File: config.mk
export PLATFORM = sky130hd
export DESIGN_NAME = harmonic_synth_seq_flat
export DESIGN_NICKNAME = d
export VERILOG_FILES = /design/src/rtl/harmonic_synth_seq_if.sv /design/src/rtl/harmonic_synth_seq.sv /design/src/flat_wrapper.sv
export SDC_FILE = /design/constraint.sdc
export NUM_CORES = 2
export LEC_CHECK = 0
export ABC_CLOCK_PERIOD_IN_PS = 12200
export BUFFER_PORTS_ARGS = -buffer_cell sky130_fd_sc_hd__clkbuf_2
export CAP_MARGIN = 10
export CORE_AREA = 2 2 341 681
export CTS_BUF_LIST = sky130_fd_sc_hd__clkbuf_4
export DETAILED_ROUTE_END_ITERATION = 8
export DIE_AREA = 0 0 343 683
export PLACE_DENSITY_LB_ADDON = 0.12
export SLEW_MARGIN = 20
export SYNTH_ARGS = -nofsm -noshare
export SYNTH_HDL_FRONTEND = slang
export SYNTH_SLANG_ARGS = --single-unit
File: constraint.sdc
create_clock -name clk -period 12.2 [get_ports clk]
set_input_delay 2.44 -clock clk [delete_from_list [all_inputs] [get_ports clk]]
set_output_delay 2.44 -clock clk [all_outputs]
set_load 0.03 [all_outputs]
File: src/rtl/harmonic_synth_seq_if.sv
// Request/response bundle of the harmonic synthesizer.
// The master issues sample requests; the slave returns saturated sums.
interface harmonic_synth_seq_if #(
    parameter int WIDTH    = 24,
    parameter int HARMONIC = 16
);
    localparam int NW  = $clog2(HARMONIC + 1);
    localparam int GS  = $clog2(HARMONIC);
    localparam int GSW = (GS < 1) ? 1 : $clog2(GS + 1);

    logic                       i_start;
    logic                       o_ready;
    logic [WIDTH-1:0]           i_angle;
    logic [HARMONIC*WIDTH-1:0]  i_harmo_amp;
    logic [NW-1:0]              i_active_harm;
    logic [GSW-1:0]             i_gain_shift;
    logic signed [WIDTH-1:0]    o_sample;
    logic                       o_sample_valid;
    logic                       o_sat;

    modport master (
        output i_start, i_angle, i_harmo_amp, i_active_harm, i_gain_shift,
        input  o_ready, o_sample, o_sample_valid, o_sat
    );

    modport slave (
        input  i_start, i_angle, i_harmo_amp, i_active_harm, i_gain_shift,
        output o_ready, o_sample, o_sample_valid, o_sat
    );
endinterface

File: src/rtl/harmonic_synth_seq.sv
// Time-multiplexed additive synthesizer: one iterative CORDIC sine core and one MAC
// step through the active harmonics, then the sum is gain-shifted and saturated.
module harmonic_synth_seq #(
    parameter int WIDTH    = 24,
    parameter int HARMONIC = 16,
    parameter int ITER     = 16
) (
    input  logic                clk,
    input  logic                rst,
    harmonic_synth_seq_if.slave bus
);
    localparam int GS   = $clog2(HARMONIC);
    localparam int NW   = $clog2(HARMONIC + 1);
    localparam int GSW  = (GS < 1) ? 1 : $clog2(GS + 1);
    localparam int IW   = (ITER < 2) ? 1 : $clog2(ITER);
    localparam int ZW   = WIDTH + 2;
    localparam int PW   = WIDTH + ZW;
    localparam int ACCW = WIDTH + GS + 1;
    localparam int AW   = HARMONIC * WIDTH;

    localparam logic signed [ZW-1:0]   X0   = ZW'($rtoi(0.6072529 * (2.0 ** (WIDTH - 2)) + 0.5));
    localparam logic signed [ACCW-1:0] SMAX = ACCW'((64'sd1 <<< (WIDTH - 1)) - 64'sd1);
    localparam logic signed [ACCW-1:0] SMIN = ~SMAX;

    // atan(2^-i) scaled so that 2^WIDTH is a full turn; the series converges for i >= 1.
    function automatic longint atan_lsb(input int i);
        real t;
        real t2;
        real term;
        real ang;
        t = 1.0;
        for (int j = 0; j < i; j++) t = t / 2.0;
        if (i == 0) begin
            ang = 0.78539816339744831;
        end else begin
            ang  = 0.0;
            term = t;
            t2   = t * t;
            for (int m = 0; m < 24; m++) begin
                ang  = ang + (((m % 2) == 0) ? term : -term) / real'(2 * m + 1);
                term = term * t2;
            end
        end
        return longint'($rtoi(ang * (2.0 ** WIDTH) / 6.2831853071795865 + 0.5));
    endfunction

    // Returns {saturated, clamped value}.
    function automatic logic [WIDTH:0] saturate(input logic signed [ACCW-1:0] v);
        if (v > SMAX) return {1'b1, SMAX[WIDTH-1:0]};
        if (v < SMIN) return {1'b1, SMIN[WIDTH-1:0]};
        return {1'b0, v[WIDTH-1:0]};
    endfunction

    typedef enum logic [2:0] {S_IDLE, S_LOAD, S_ROT, S_MAC, S_OUT} state_t;

    state_t                  r_state;
    state_t                  w_next;
    logic [WIDTH-1:0]        r_angle;
    logic [WIDTH-1:0]        r_phase;
    logic [AW-1:0]           r_amps;
    logic [NW-1:0]           r_n;
    logic [NW-1:0]           r_k;
    logic [GSW-1:0]          r_gs;
    logic [IW-1:0]           r_i;
    logic signed [ZW-1:0]    r_x;
    logic signed [ZW-1:0]    r_y;
    logic signed [ZW-1:0]    r_z;
    logic                    r_neg;
    logic signed [ACCW-1:0]  r_acc;
    logic signed [WIDTH-1:0] r_sample;
    logic                    r_valid;
    logic                    r_sat;

    logic [NW-1:0]           w_n;
    logic [GSW-1:0]          w_gs;
    logic                    w_fold;
    logic [WIDTH-1:0]        w_zin;
    logic signed [ZW-1:0]    w_atan [ITER];
    logic signed [ZW-1:0]    w_xs;
    logic signed [ZW-1:0]    w_ys;
    logic signed [ZW-1:0]    w_s;
    logic signed [WIDTH-1:0] w_amp;
    logic signed [PW-1:0]    w_prod;
    logic signed [ACCW-1:0]  w_term;
    logic signed [ACCW-1:0]  w_shift;
    logic [WIDTH:0]          w_res;

    for (genvar g = 0; g < ITER; g++) begin : g_atan
        localparam longint ATAN_G = atan_lsb(g);
        assign w_atan[g] = ZW'(ATAN_G);
    end

    assign w_n  = (bus.i_active_harm > NW'(HARMONIC)) ? NW'(HARMONIC) : bus.i_active_harm;
    assign w_gs = (bus.i_gain_shift > GSW'(GS)) ? GSW'(GS) : bus.i_gain_shift;

    // Quadrants 2 and 3 are mirrored into [-pi/2, pi/2) by flipping the MSB; sin changes sign.
    assign w_fold = r_phase[WIDTH-1] ^ r_phase[WIDTH-2];
    assign w_zin  = {r_phase[WIDTH-1] ^ w_fold, r_phase[WIDTH-2:0]};

    assign w_xs   = r_x >>> r_i;
    assign w_ys   = r_y >>> r_i;
    assign w_s    = r_neg ? -r_y : r_y;
    assign w_amp  = r_amps[WIDTH-1:0];
    assign w_prod = PW'(w_amp) * PW'(w_s);
    assign w_term = ACCW'(w_prod >>> (WIDTH - 2));

    assign w_shift = r_acc >>> r_gs;
    assign w_res   = saturate(w_shift);

    always_ff @(posedge clk) begin
        if (rst) r_state <= S_IDLE;
        else     r_state <= w_next;
    end

    always_comb begin
        w_next = r_state;
        case (r_state)
            S_IDLE:  if (bus.i_start) w_next = (w_n == '0) ? S_OUT : S_LOAD;
            S_LOAD:  w_next = S_ROT;
            S_ROT:   if (r_i == IW'(ITER - 1)) w_next = S_MAC;
            S_MAC:   w_next = ((r_k + NW'(1)) == r_n) ? S_OUT : S_LOAD;
            S_OUT:   w_next = S_IDLE;
            default: w_next = S_IDLE;
        endcase
    end

    always_ff @(posedge clk) begin
        case (r_state)
            S_IDLE: begin
                if (bus.i_start) begin
                    r_angle <= bus.i_angle;
                    r_phase <= bus.i_angle;
                    r_amps  <= bus.i_harmo_amp;
                    r_n     <= w_n;
                    r_gs    <= w_gs;
                    r_k     <= '0;
                    r_acc   <= '0;
                end
            end
            S_LOAD: begin
                r_x   <= X0;
                r_y   <= '0;
                r_z   <= {{2{w_zin[WIDTH-1]}}, w_zin};
                r_neg <= w_fold;
                r_i   <= '0;
            end
            S_ROT: begin
                if (!r_z[ZW-1]) begin
                    r_x <= r_x - w_ys;
                    r_y <= r_y + w_xs;
                    r_z <= r_z - w_atan[r_i];
                end else begin
                    r_x <= r_x + w_ys;
                    r_y <= r_y - w_xs;
                    r_z <= r_z + w_atan[r_i];
                end
                r_i <= r_i + IW'(1);
            end
            S_MAC: begin
                r_acc   <= r_acc + w_term;
                r_phase <= r_phase + r_angle;
                r_k     <= r_k + NW'(1);
                r_amps  <= r_amps >> WIDTH;
            end
            default: ;
        endcase
    end

    always_ff @(posedge clk) begin
        if (rst) begin
            r_sample <= '0;
            r_sat    <= 1'b0;
            r_valid  <= 1'b0;
        end else begin
            r_valid <= (r_state == S_OUT);
            if (r_state == S_OUT) begin
                r_sample <= w_res[WIDTH-1:0];
                r_sat    <= w_res[WIDTH];
            end
        end
    end

    assign bus.o_ready        = (r_state == S_IDLE);
    assign bus.o_sample       = r_sample;
    assign bus.o_sample_valid = r_valid;
    assign bus.o_sat          = r_sat;
endmodule
File: src/flat_wrapper.sv
// flat-port wrapper written by rule: the top's interface ports become plain ports
module harmonic_synth_seq_flat 
#(
    parameter int WIDTH    = 24,
    parameter int HARMONIC = 16,
    parameter int ITER     = 16
)
  (clk, rst, bus_i_start, bus_i_angle, bus_i_harmo_amp, bus_i_active_harm, bus_i_gain_shift, bus_o_ready, bus_o_sample, bus_o_sample_valid, bus_o_sat);
  harmonic_synth_seq_if #(.WIDTH(WIDTH), .HARMONIC(HARMONIC)) bus_i ();
  input  logic clk;
  input  logic rst;
  input wire logic [$bits(bus_i.i_start)-1:0] bus_i_start;
  input wire logic [$bits(bus_i.i_angle)-1:0] bus_i_angle;
  input wire logic [$bits(bus_i.i_harmo_amp)-1:0] bus_i_harmo_amp;
  input wire logic [$bits(bus_i.i_active_harm)-1:0] bus_i_active_harm;
  input wire logic [$bits(bus_i.i_gain_shift)-1:0] bus_i_gain_shift;
  output wire logic [$bits(bus_i.o_ready)-1:0] bus_o_ready;
  output wire logic [$bits(bus_i.o_sample)-1:0] bus_o_sample;
  output wire logic [$bits(bus_i.o_sample_valid)-1:0] bus_o_sample_valid;
  output wire logic [$bits(bus_i.o_sat)-1:0] bus_o_sat;
  assign bus_i.i_start = bus_i_start;
  assign bus_i.i_angle = bus_i_angle;
  assign bus_i.i_harmo_amp = bus_i_harmo_amp;
  assign bus_i.i_active_harm = bus_i_active_harm;
  assign bus_i.i_gain_shift = bus_i_gain_shift;
  assign bus_o_ready = bus_i.o_ready;
  assign bus_o_sample = bus_i.o_sample;
  assign bus_o_sample_valid = bus_i.o_sample_valid;
  assign bus_o_sat = bus_i.o_sat;
  harmonic_synth_seq #(.WIDTH(WIDTH), .HARMONIC(HARMONIC), .ITER(ITER)) u_core (.clk(clk), .rst(rst), .bus(bus_i));
endmodule
Word level (Yosys, flattened, before mapping)
Memory sizes are Yosys's and may differ from the RTL's.
Cells that the tools add are included.
Widths: inputs -> output; s select.
{"block": "classes", "n_reduce_logical": 7, "order_cmp": 5, "n_eq_ne": 8, "bitwise_logic": 3, "n_addsub": 11, "n_mul": 1, "shifts": 3, "muxes": 31}
{"operator": "$pmux 384 s2", "n": 1}
{"operator": "$mux 384", "n": 1}
{"operator": "$mux 26", "n": 6}
{"operator": "$pmux 26 s2", "n": 3}
{"operator": "$mux 25", "n": 4}
{"operator": "$add 26x26->26", "n": 3}
{"operator": "$sub 26x26->26", "n": 3}
{"operator": "$pmux 29 s2", "n": 1}
{"operator": "$sshr 26x4->26", "n": 2}
{"operator": "$mul 24x26->50", "n": 1}
{"operator": "$pmux 24 s2", "n": 1}
{"operator": "$add 29x28->29", "n": 1}
{"operator": "$gt 29x24->1 const B", "n": 1}
{"operator": "$lt 29x24->1 const B", "n": 1}
{"operator": "$mux 29", "n": 1}
{"operator": "$sshr 29x3->29", "n": 1}
{"operator": "$neg 26->26", "n": 1}
{"operator": "$add 24x24->24", "n": 1}
{"operator": "$mux 24", "n": 1}
{"operator": "$mux 3", "n": 4}
{"operator": "$pmux 3 s4", "n": 1}
{"operator": "$mux 5", "n": 2}
{"operator": "$pmux 5 s2", "n": 1}
{"operator": "$pmux 4 s2", "n": 1}
{"operator": "19 further kinds", "n": 26}
{"block": "word_totals", "rom_bits": 416, "memories": 1, "register_bits": 586, "out_inout_bits": 27, "wordCells": 86}
{"name": "(name not given)", "depth": 16, "word_bits": 26, "read_ports": 1, "rd_ports_with_merged_regs": 0, "wr": 0, "line_no": "harmonic_synth_seq.sv:151", "source": "r_z <= r_z - w_atan[r_i];"}

Longest topological paths before layout
{"block": "depth", "word_depth": 7, "mapped_depth": 48, "ltp_nobuf": 45}

Worst setup path after synthesis
OpenSTA, ideal clock, no wires.
{"block": "synth_timing", "path_kind": "register -> register", "from": "register u_core.r_y[0]", "to": "register u_core.r_acc[28], data pin", "path_buffers": 3, "stages_incl_launch_ff": 48, "setup_time_ns": 0.266, "t_arrival_ns": 11.081, "required_time_ns": 11.934, "slack_ns": 0.854, "period_less_slack_ns": 11.346, "path_cell_list": "edfxtp_1 clkbuf_1 inv_1 ha_1 nand2_1 o31ai_1 nand2_1 a21oi_1 and2_1 clkbuf_1 nand2_1 xor2_1 clkbuf_1 nand2_1 fa_1 inv_1 fa_1 inv_1 (+12 left out) a211oi_1 nor3_1 nor2_1 a21boi_0 o21bai_1 a21oi_1 xnor2_1 ha_1 a21o_1 a21o_1 or4_1 or4_1 o211a_1 o21a_1 o21a_1 o41ai_1 xor2_1 nor2_1"}
{"block": "synth_via", "elab_chain_cells": 5}
{"item": "start, declared", "line_no": "harmonic_synth_seq.sv:66", "source": "logic signed [ZW-1:0] r_y;"}
{"item": "start signal, assigned", "line_no": "harmonic_synth_seq.sv:150", "source": "r_y <= r_y + w_xs;"}
{"item": "start signal, assigned", "line_no": "harmonic_synth_seq.sv:154", "source": "r_y <= r_y - w_xs;"}
{"item": "$neg 26->26", "line_no": "harmonic_synth_seq.sv:102", "source": "assign w_s = r_neg ? -r_y : r_y;"}
{"item": "$mux 26 *", "line_no": "harmonic_synth_seq.sv:102"}
{"item": "$mul 24x26->50 *", "line_no": "harmonic_synth_seq.sv:104", "source": "assign w_prod = PW'(w_amp) * PW'(w_s);"}
{"item": "$add 29x28->29 *", "line_no": "harmonic_synth_seq.sv:160", "source": "r_acc <= r_acc + w_term;"}
{"item": "$pmux 29 s2 *", "line_no": "harmonic_synth_seq.sv:128", "source": "case (r_state)"}
{"item": "end signal, assigned", "line_no": "harmonic_synth_seq.sv:160"}
{"item": "end, declared", "line_no": "harmonic_synth_seq.sv:69", "source": "logic signed [ACCW-1:0] r_acc;"}
Every way passes the cells marked *; elsewhere a longest branch is shown, timed or not.
A chain may end at the register's enable or synchronous reset.

Worst setup path after layout
{"block": "layout_timing", "from": "register u_core.r_y[2]", "to": "register u_core.r_acc[28], data pin"}
Same word-level chain as after synthesis.

==> results.toml <==
[outcome]
status = "complete, no violations"

[critical_path]
required_ns = 12.94
crit_slowest_cell = "fa_1"
cp.arrival_ns = 12.24
cp-start-kind = "flop"
cp_common_cell = "fa_1"
crit_fanout = 10
endpoint_kind = "flop"
max_stage_delay_ns = 0.51
path_class = "flop to flop"

[place]
dp_hpwl_mm = 137
dpl_worst_slack_ns = 0.198
gp_congestion = 0.772
port_buffers = 445
placed_area_sq_mm = 0.0633

[floorplan]
rows = 249
die_area_sq_mm = 0.234
io_pins = 446
core-area_sq_mm = 0.229
die_h_um = 683
die_w_um = 343
start_util_pct = 24.9

[min_path]
min_path_type = "flop to flop"

[yosys]
async_reset_ff_share_pct = 0
netlist_instances = 5995
synth_ff_type = "edfxtp_1"
syn_avg_cell_area_sq_um = 9.52
ys_seq_elements = 586
synth_edf_count = 557
syn_area_sq_mm = 0.0571
yosysWarnings = 0
seq_area_frac_synth_pct = 30.3
ys_types = 83
synth_fp_nets = 7344

[routing]
drc = 0
wl_mm = 175
dr.pass1.iters = 5
antenna_left = 0
wl_per_cell_um = 18.2
initialDrtViolationCount = 1843
drt-vias-per-instance = 4.31
vias = 41500

[timing]
max_freq_ghz = 0.0869
skew_ns = 0.153
drv_slew = 0
slew-limit-headroom_pct = 26.0
worst_pin_slew_ns = 1.11
finalCritPeriodShare_pct = 94.3
rsz0062_at_grt = "false"
setup-violations-final = 0
post-route-min-period_ns = 11.51
setup_tns_ns = 0
setup_slack_ns = 0.695
finalHoldViolCount = 0

[grt]
grt_overflow = 0
track_usage_pct = 15.1
grt_pass1_wl_mm = 272
antenna_found_initial = 48
grt_start_max_net_pins = 167
first_global_vias = 44600

[clock_network]
htreeDepth = 4
cts_buffers = 172
clk-insertion-delay-late_ns = 1.17
cts_tree = "yes"
cts_sinks = 586
cts_root_buffer = "clkbuf_4"
clk_pin_slew_worst_paths_ns = 0.08
clockBufferDepth = 4
hold_buffers = 0

[flow_run]
maxCapViolCount = 0

[final_layout]
final_area_sq_mm = 0.0655
final_nets = 7827
area_delta_synth_final_pct = 14.7
final_layout_size_suffix_gt1_share_pct = 15.4
-- logic make-up after synthesis --
kind of cell,synth area share (%)
buffers and inverters,7.02
DFF,30.3
AOI/OAI and AO/OA,6.40
muxes,4.69
adders and majority gates,29.0
xor gates and xnor gates,3.80
and+or+nand+nor,18.8
-- synth_stat cells, drive strengths merged, types with 7 or more instances --
cell type     n  share of area [%]
nor2        278                1.8
o21a         25               0.33
xor2        101                1.5
a21o         54               0.71
clkbuf      254                1.7
o41ai         8               0.12
buf          36               0.47
and2        393                4.3
fa          655                 23
nand3        35               0.31
a311oi        7               0.11
nand2b       28               0.31
xnor2       144                2.2
nand2      1513                 10
nor3         72               0.63
mux2i        89                1.6
or3           9              0.099
edfxtp      557                 29
mux2         30               0.59
nand4        10               0.11
nor2b        31               0.34
and3         20               0.22
a211o         7               0.11
o21ai       141                1.2
dfxtp        29                1.0
ha          275                6.0
a211oi       27               0.36
o31ai        13               0.17
inv         739                4.9
a31oi        30               0.33
mux4         61                2.5
o21bai       17               0.22
a21oi       187                1.6
a31o          7               0.11
o211ai       11               0.14
or2          16               0.18
-- layer usage --
layer  part of all wire (%)  routed length, um  track usage (%)
met3                    5.4               9420             3.41
met1                     45              79200             20.2
met2                     47              83000             24.8
met5                   0.20                348                0
met4                    1.8               3180             3.03
-- cell type report --
type	count	area, sq um
Clock buffer	246	1850
Sequential cell	586	17300
Clock inverter	41	235
Multi-Input combinational cell	4378	36100
Fill cell	24800	164000
Tap cell	3012	3770
Timing Repair Buffer	599	3420
Antenna cell	20	50.0
Inverter	741	2780
-- placed cells by master, fill, tap and decap left out, types with 15 or more instances in the layout --
cell and count:
a211oi_1 27, a21o_1 54, a21oi_1 186, a31oi_1 29, and2_1 391, and3_1 20, buf_4 149, clkbuf_2 445
clkbuf_4 246, clkinv_1 25, dfxtp_1 29, diode_2 20, edfxtp_1 557, fa_1 654, ha_1 275, inv_1 736
mux2_2 30, mux2i_1 89, mux4_1 18, mux4_2 41, nand2_1 1510, nand2b_1 26, nand3_1 35, nor2_1 276
nor2b_1 30, nor3_1 71, o21a_1 25, o21ai_0 136, o21bai_1 17, or2_2 15, xnor2_1 127, xor2_1 94
-- timing repair --
item                                    4_1_cts  5_1_grt
setup buffers                                 0        3
resized for setup                             0       22
endpoints found under the setup margin        0        7
-- metrics by stage --
step	instances	hold slack [ns]	utilization, %
floorplan	5995	0.484	-
global placement	9312	0.480	27.6
detailed placement	9312	0.482	27.6
CTS	9599	0.324	28.5
global route	9607	0.365	28.5
finish	9623	0.357	28.6
-- worst max-delay path: cells and delay by family, from the launching register on --
kind	cells	cell delay, ns
flops	1	0.39
xor+xnor	3	0.50
buf+inv	7	0.77
compound gates	14	2.54
simple gates	12	2.94
fa+ha+maj	9	4.04
-- state kept, by name, summed over array words and instances, names as in the netlist --
register / count
u_core.r_x: 26
u_core.r_acc: 29
u_core.r_k: 5
u_core.bus.o_sample_valid: 1
u_core.r_gs: 3
u_core.r_y: 26
u_core.r_amps: 384
u_core.r_n: 5
u_core.bus.o_sample: 24
u_core.r_phase: 24
u_core.bus.o_sat: 1
u_core.r_z: 26
u_core.r_i: 4
u_core.r_state: 3
u_core.r_angle: 24
u_core.r_neg: 1
-- final timing paths --
check	start	to	slack, ns	depth (start not counted)
max	u_core.r_y[2]	u_core.r_acc[28]	0.69	45
min	u_core.r_amps[234]	u_core.r_amps[210]	0.36	2
max reg2reg	u_core.r_y[2]	u_core.r_acc[28]	0.69	45
min reg2reg	u_core.r_amps[234]	u_core.r_amps[210]	0.36	2
Power is not shown: default switching activity piles up to over one toggle a cycle in this logic, so the estimate is an artifact.
